--- config.mk ---
export PLATFORM = sky130hd
export DESIGN_NAME = subtractor_32bit_seq
export DESIGN_NICKNAME = d
export VERILOG_FILES = /design/src/rtl/subtractor_32bit_seq.sv
export SDC_FILE = /design/constraint.sdc
export NUM_CORES = 1
export LEC_CHECK = 0
export BUFFER_PORTS_ARGS = -buffer_cell sky130_fd_sc_hd__buf_2
export CORE_ASPECT_RATIO = 1.25
export CORE_MARGIN = 2
export CORE_UTILIZATION = 56
export CTS_CLUSTER_SIZE = 16
export DETAILED_ROUTE_END_ITERATION = 16
export PLACE_DENSITY = 0.93
export SLEW_MARGIN = 5
export SYNTH_ARGS = -nofsm -noshare
export SYNTH_HDL_FRONTEND = slang
export SYNTH_SLANG_ARGS = --single-unit
--- constraint.sdc ---
create_clock -name clk -period 8.55 [get_ports clk]
set_clock_uncertainty 0.05 [all_clocks]
set_input_delay 0.855 -clock clk [delete_from_list [all_inputs] [get_ports clk]]
set_output_delay 0.855 -clock clk [all_outputs]
set_load 0.02 [all_outputs]
--- src/rtl/subtractor_32bit_seq.sv ---
// ---------------------------------------------------------------------------
// subtractor_32bit_seq
//
// Multi-cycle borrow-chain subtractor computing D = A - B - Bin.
// It handles one SLICE_W-bit slice per clock. The borrow ripples from slice
// k to slice k+1 through a register. Valid/ready handshakes on the input and
// output sides let it share an operand bus with the matching adder datapath.
//
// Parameters
//   WIDTH     operand/result width; must be a multiple of SLICE_W
//   SLICE_W   bits subtracted per RUN cycle (N = WIDTH/SLICE_W RUN cycles)
//
// Ports
//   clk        clock, all state changes on the rising edge
//   rst_n      asynchronous active-low reset
//   in_valid   operands presented
//   in_ready   block can accept operands (high only in IDLE)
//   A, B, Bin  minuend, subtrahend, borrow in
//   out_valid  result valid (high only in DONE)
//   out_ready  consumer accepts result
//   D          difference, (A - B - Bin) mod 2^WIDTH
//   Bout       borrow out, 1 iff A < B + Bin (unsigned)
//   Z, V       zero / signed-overflow flags (only when SUB_FLAGS_EN is defined)
//
// Optional feature macro: SUB_FLAGS_EN adds the Z and V flag outputs.
// ---------------------------------------------------------------------------
module subtractor_32bit_seq #(
  parameter int WIDTH   = 32,
  parameter int SLICE_W = 8
) (
  input  logic             clk,
  input  logic             rst_n,
  input  logic             in_valid,
  output logic             in_ready,
  input  logic [WIDTH-1:0] A,
  input  logic [WIDTH-1:0] B,
  input  logic             Bin,
  output logic             out_valid,
  input  logic             out_ready,
  output logic [WIDTH-1:0] D,
  output logic             Bout
`ifdef SUB_FLAGS_EN
  ,
  output logic             Z,
  output logic             V
`endif
);

  localparam int N     = WIDTH / SLICE_W;
  localparam int CNT_W = (N > 1) ? $clog2(N) : 1;

  typedef enum logic [1:0] {
    IDLE,
    RUN,
    DONE
  } state_t;

  state_t             state;
  logic [WIDTH-1:0]   a_reg;
  logic [WIDTH-1:0]   b_reg;
  logic               borrow;
  logic [CNT_W-1:0]   count;

  logic [SLICE_W-1:0] a_slice;
  logic [SLICE_W-1:0] b_slice;
  logic [SLICE_W:0]   slice_diff;
  logic [WIDTH-1:0]   d_next;
  logic               last_slice;

  assign in_ready  = (state == IDLE);
  assign out_valid = (state == DONE);

  // Current slice arithmetic. The subtraction is done one bit wider than the
  // slice, so the extra MSB is set exactly when the slice result went
  // negative; that MSB is the borrow into the next slice.
  // d_next is D with the current slice merged in, so the flags can be taken
  // from the complete result on the same edge as the final slice.
  always_comb begin
    a_slice    = a_reg[count*SLICE_W +: SLICE_W];
    b_slice    = b_reg[count*SLICE_W +: SLICE_W];
    slice_diff = {1'b0, a_slice} - {1'b0, b_slice} - {{SLICE_W{1'b0}}, borrow};
    d_next     = D;
    d_next[count*SLICE_W +: SLICE_W] = slice_diff[SLICE_W-1:0];
    last_slice = (count == CNT_W'(N - 1));
  end

  always_ff @(posedge clk or negedge rst_n) begin
    if (!rst_n) begin
      state  <= IDLE;
      a_reg  <= '0;
      b_reg  <= '0;
      borrow <= 1'b0;
      count  <= '0;
      D      <= '0;
      Bout   <= 1'b0;
`ifdef SUB_FLAGS_EN
      Z      <= 1'b0;
      V      <= 1'b0;
`endif
    end else begin
      case (state)
        IDLE: begin
          if (in_valid) begin
            a_reg  <= A;
            b_reg  <= B;
            borrow <= Bin;
            count  <= '0;
            D      <= '0;
            state  <= RUN;
          end
        end

        RUN: begin
          D      <= d_next;
          borrow <= slice_diff[SLICE_W];
          count  <= count + 1'b1;
          if (last_slice) begin
            Bout  <= slice_diff[SLICE_W];
`ifdef SUB_FLAGS_EN
            Z     <= (d_next == '0);
            V     <= (a_reg[WIDTH-1] != b_reg[WIDTH-1]) &&
                     (d_next[WIDTH-1] != a_reg[WIDTH-1]);
`endif
            state <= DONE;
          end
        end

        DONE: begin
          // Results stay frozen until the consumer takes them.
          if (out_ready) begin
            state <= IDLE;
          end
        end

        default: state <= IDLE;
      endcase
    end
  end

endmodule

==> results of run 1 <==
cells in the final DEF, fill, tap and decap left out, types with 4 or more instances in the layout:
master    instances
mux2_2           64
clkbuf_8         10
nor2b_1           4
buf_4             4
xnor2_1           5
a21o_1            4
a22o_1           25
buf_2           102
nand2b_1          6
o21ai_0          12
ha_1             16
mux4_2           16
a21oi_1           6
dfrtp_1         102
inv_1            24
nand2_1          20
routing by layer:
layer  vias up  share of wire  GRT usage
met5         -              0          0
met4         0          0.029     0.0993
met3        24          0.064     0.0639
met2       140           0.52      0.395
met1      1611           0.38      0.276
li1       1451              -          -
worst max-delay path, delay by kind of cell (launching register included):
family | cells | cell delay [ns]
DFF | 1 | 0.89
muxes | 1 | 0.44
xor gates and xnor gates | 1 | 0.17
buffers and inverters | 1 | 0.05
AOI/OAI and AO/OA | 4 | 0.97
adders and majority gates | 2 | 0.68
path summary, 6_finish.rpt:
check                           startpoint        end  cells past startpoint
worst max-delay path              count[1]       Bout                      9
worst min-delay path                 rst_n  a_reg[13]                      1
worst max register to register    count[1]       Bout                      9
worst min register to register       D[10]      D[10]                      2
max in group asynchronous            rst_n      D[20]                      2
min in group clk                     D[10]      D[10]                      2
per-stage QoR:
stage	hold WS (ns)	utilization	instances	area, um2	setup slack, ns
2_1_floorplan	0.425	-	347	4770	5.32
3_3_place_gp	0.423	0.649	532	5350	5.43
3_5_place_dp	0.427	0.649	532	5350	5.27
4_1_cts	0.423	0.672	548	5540	5.25
5_1_grt	0.447	0.672	548	5540	4.99
6_report	0.418	0.672	548	5540	5.18
final cells by class:
cell class | count | area [um2]
clock inverter | 6 | 53.8
sequential | 102 | 2550
tap | 97 | 121
timing repair buffer | 106 | 541
multi-input combinational | 203 | 2040
inverter | 24 | 90.1
fill | 577 | 2700
clock buffer | 10 | 138
cell families (layout without fill, tap and decap cells):
family,after synthesis,count (layout),share of synthesized area
DFF,102,102,0.536
buffers and inverters,42,146,0.0373
adders and majority gates,18,18,0.0504
xor gates and xnor gates,6,6,0.0126
and+or+nand+nor,44,44,0.0488
muxes,80,80,0.227
AOI/OAI and AO/OA,55,55,0.0885
==> impl_metrics.toml, run 1 <==
[run_status]
status = "complete, no violations"

[sta]
setup_viol_count_final = 0
timing.final.crit_period_ns = 3.37
period_share = 0.394
finalSetupTns_ns = 0
maxSlewViolCount = 0
fmax_mhz = 297
rsz0062_at_grt = "false"
tightest_slew_ns = 0.819
hold_violations = 0
maxSlewHeadroom = 0.454

[logic_synthesis]
synth_nets = 434
ys_seq_area_frac = 0.536
synthFlopType = "dfrtp_1"
synth_area_um2 = 4770
synth_commonest_cells = "102 x dfrtp_1, 64 x mux2_2, 25 x a22o_1, 24 x inv_1, 20 x nand2_1"
synth_area_leaders = "dfrtp_1 54%, mux2_2 15%, mux4_2 7.6%"
yosys_warnings = 0
synth_largest_area_cell = "dfrtp_1"
yosysMostFrequentCell = "dfrtp_1"
synth_cells = 347
async_flop_share = 1.00
synth_top_area_share = 0.536
synth-edff-count = 0
syn_avg_cell_area_um2 = 13.7
synth_seq_cells = 102
synth_cell_type_count = 34

[run]
drv_cap = 0

[worst_setup_path]
worstPathMaxFanout = 20
cp_data_arrival_time_ns = 3.58
critPathRequiredTime_ns = 8.76
cp-start-kind = "register"
slowest_delay_ns = 0.89
cp_cell_sequence = "mux4_2, ha_1, inv_1, ha_1, a21oi_1, o21ai_0, a41oi_1, xnor2_1, o21ai_0"
reg2reg_slack_ns = 5.18
crit_slowest_cell = "dfrtp_1"
crit_path_end_kind = "register"
path_class = "register to register"

[global_routing]
track_usage = 0.233
antenna_found_initial = 0
grt_pass1_vias = 3385
grt_max_degree = 67
grt-ovfl-total = 0
grt_pass1_wl_um = 16300

[clock_network]
post_cts_buffers = 0
clkLatencyLatePin_ns = 0.38
cts_made_buffers = 9
clock_path_buffers = 2
cts_tree = "built"
path_clk_slew_ns = 0.10
cts.sinks = 102
ctsHoldBuffers = 0
cts-resized-gates = 0
ctsRootBufferMaster = "clkbuf_8"
htreeDepth = 3

[routing]
drc = 0
firstDrtPassIters = 4
avgViaCountPerCell = 5.89
drtIter0Drc = 167
routed_wl_um = 10100
vias = 3226
antenna_left = 0
routedWlPerCell_um = 18.4

[die]
num_rows = 37
die_w_um = 86.5
core-area_um2 = 8240
dieArea_um2 = 9270
ios = 104
die_y_um = 107
initial_utilization = 0.578

[placed_design]
gp_congestion = 0.958
portBuffers = 103
dp_hpwl_um = 7480

[final_layout]
antennaDiodeCount = 0
drive_gt1_frac = 0.459
area_growth_pct = 16.2
fin_nets = 533

[worst_hold_path]
holdCritPathClass = "input port to async pin"
Power of run 1 is not shown: default switching activity piles up to over one toggle a cycle in this logic, so the estimate is an artifact.
==> inputs of run 2 (changes only) <==
Settings changed: CORE_UTILIZATION 56 to 49, PLACE_DENSITY 0.93 to 0.87.
Clock period 8.55 ns to 3.04 ns, I/O delays scaled along.
==> run 2 against run 1 <==
Net effect: wire length up 5.5%; clock-buffer cell count grew 1; cell count grew 6.9%; critical path depth is 1 higher; non-clock buffer count increased by 9; hold slack got worse by 0.27 ns; flip-flop and latch count is the same; maximum frequency grew 13%; via count rose by 0.12%; register-to-register slack got worse by 5.1 ns; sequential share of layout area fell by 2.3 points.
==> impl_metrics.toml, run 2 (synthesis gave the netlist of run 1 again) <==
[placed_design]
gp_congestion = 0.819
dp_cells = 566
dp_hpwl_um = 7690
portBuffers = 103

[global_routing]
grt_pass1_vias = 3362
grt-ovfl-total = 0
grt_max_degree = 67
track_usage = 0.210
antenna_found_initial = 0
grt_pass1_wl_um = 17100

[worst_setup_path]
r2r-start = "count[0]"
cp.buffers_inverters = 2
crit_path_end_kind = "register"
cp-start-kind = "register"
crit_path_start = "count[0]"
cp_data_arrival_time_ns = 3.14
slowest_delay_ns = 0.46
cp_cell_sequence = "buf_12, mux4_2, inv_1, fa_1, fa_1, nor2b_1, o21ai_1, a21oi_1, xnor2_2, a22o_1"
crit_top_cell = "fa_1"
crit_slowest_cell = "fa_1"
path_class = "register to register"
worstPathMaxFanout = 15
critical-path-top-delay-family = "adder cells"
critPathRequiredTime_ns = 3.21

[clock_network]
ctsRootBufferMaster = "clkbuf_16"
htreeDepth = 3
cts.sinks = 102
clkLatencyLatePin_ns = 0.34
path_clk_slew_ns = 0.06
cts_made_buffers = 9
cts_tree = "built"
clock_path_buffers = 2

[final_layout]
final_common_cell = "buf_2"
area_growth_pct = 22.4
fin_nets = 542
antennaDiodeCount = 0
drive_gt1_frac = 0.476
mostFrequentLayoutCells = "102 x buf_2, 101 x dfrtp_1, 64 x mux2_2, 25 x a22o_1, 24 x inv_1"
stdcell_count = 586

[sta]
hold_violations = 0
maxSlewViolCount = 0
period_share = 0.977
maxSlewHeadroom = 0.520
timing.final.crit_period_ns = 2.97
tightest_slew_ns = 0.719
fmax_mhz = 337
rsz0062_at_grt = "false"
setup_viol_count_final = 0
finalSetupTns_ns = 0

[die]
num_rows = 40
ios = 104
core-area_um2 = 9560
dieArea_um2 = 10500
initial_utilization = 0.499
die_y_um = 114
die_w_um = 92.2

[worst_hold_path]
hp-start = "A[30]"
holdCritPathClass = "input port to register"

[routing]
avgViaCountPerCell = 5.51
routedWlPerCell_um = 18.2
drtIter0Drc = 179
firstDrtPassIters = 4
drc = 0
vias = 3230
routed_wl_um = 10600
antenna_left = 0

[run_status]
status = "complete, no violations"

[run]
drv_cap = 0
run 2: final cells by class:
class                   instances  area, um2
fillers                       718       3730
flip-flops and latches        102       2550
repair buffers                115        648
clock buffers                  11        243
inverters                      24       90.1
clock inverters                 5       81.3
well taps                     126        158
multi-input cells             203       2060
run 2: final timing paths:
path	endpoint	slack (ns)	cells after the start
max in group asynchronous	count[0]	1.72	3
min in group asynchronous	a_reg[1]	0.52	2
max	D[6]	0.07	10
max reg2reg	D[6]	0.07	10
min reg2reg	D[26]	0.44	2
min	a_reg[30]	0.14	2
run 2: timing repair:
item / in CTS / in global routing
setup endpoints to repair: 0 / 14
hold buffers: 1 / 0
gates resized for setup: 0 / 6
buffers inserted: 0 / 3
hold endpoints to repair: 16 / 0
run 2: metrics by stage:
step	area [um2]	hold WS, ns	utilization	worst slack [ns]
2_1_floorplan	4770	-0.0416	-	0.00481
3_3_place_gp	5460	0.331	0.571	0.192
3_5_place_dp	5460	0.353	0.571	0.0119
4_1_cts	5790	0.139	0.606	0.0104
5_1_grt	5830	0.147	0.610	0.00460
6_report	5830	0.144	0.610	0.0706
run 2: layer usage:
metal / share of wire / global-route usage / vias to the layer above
met5: 0 / 0 / -
met3: 0.053 / 0.0369 / 21
met4: 0.025 / 0.0746 / 0
met1: 0.40 / 0.262 / 1599
li1: - / - / 1467
met2: 0.52 / 0.371 / 143
Power of run 2 is left out for the same reason.
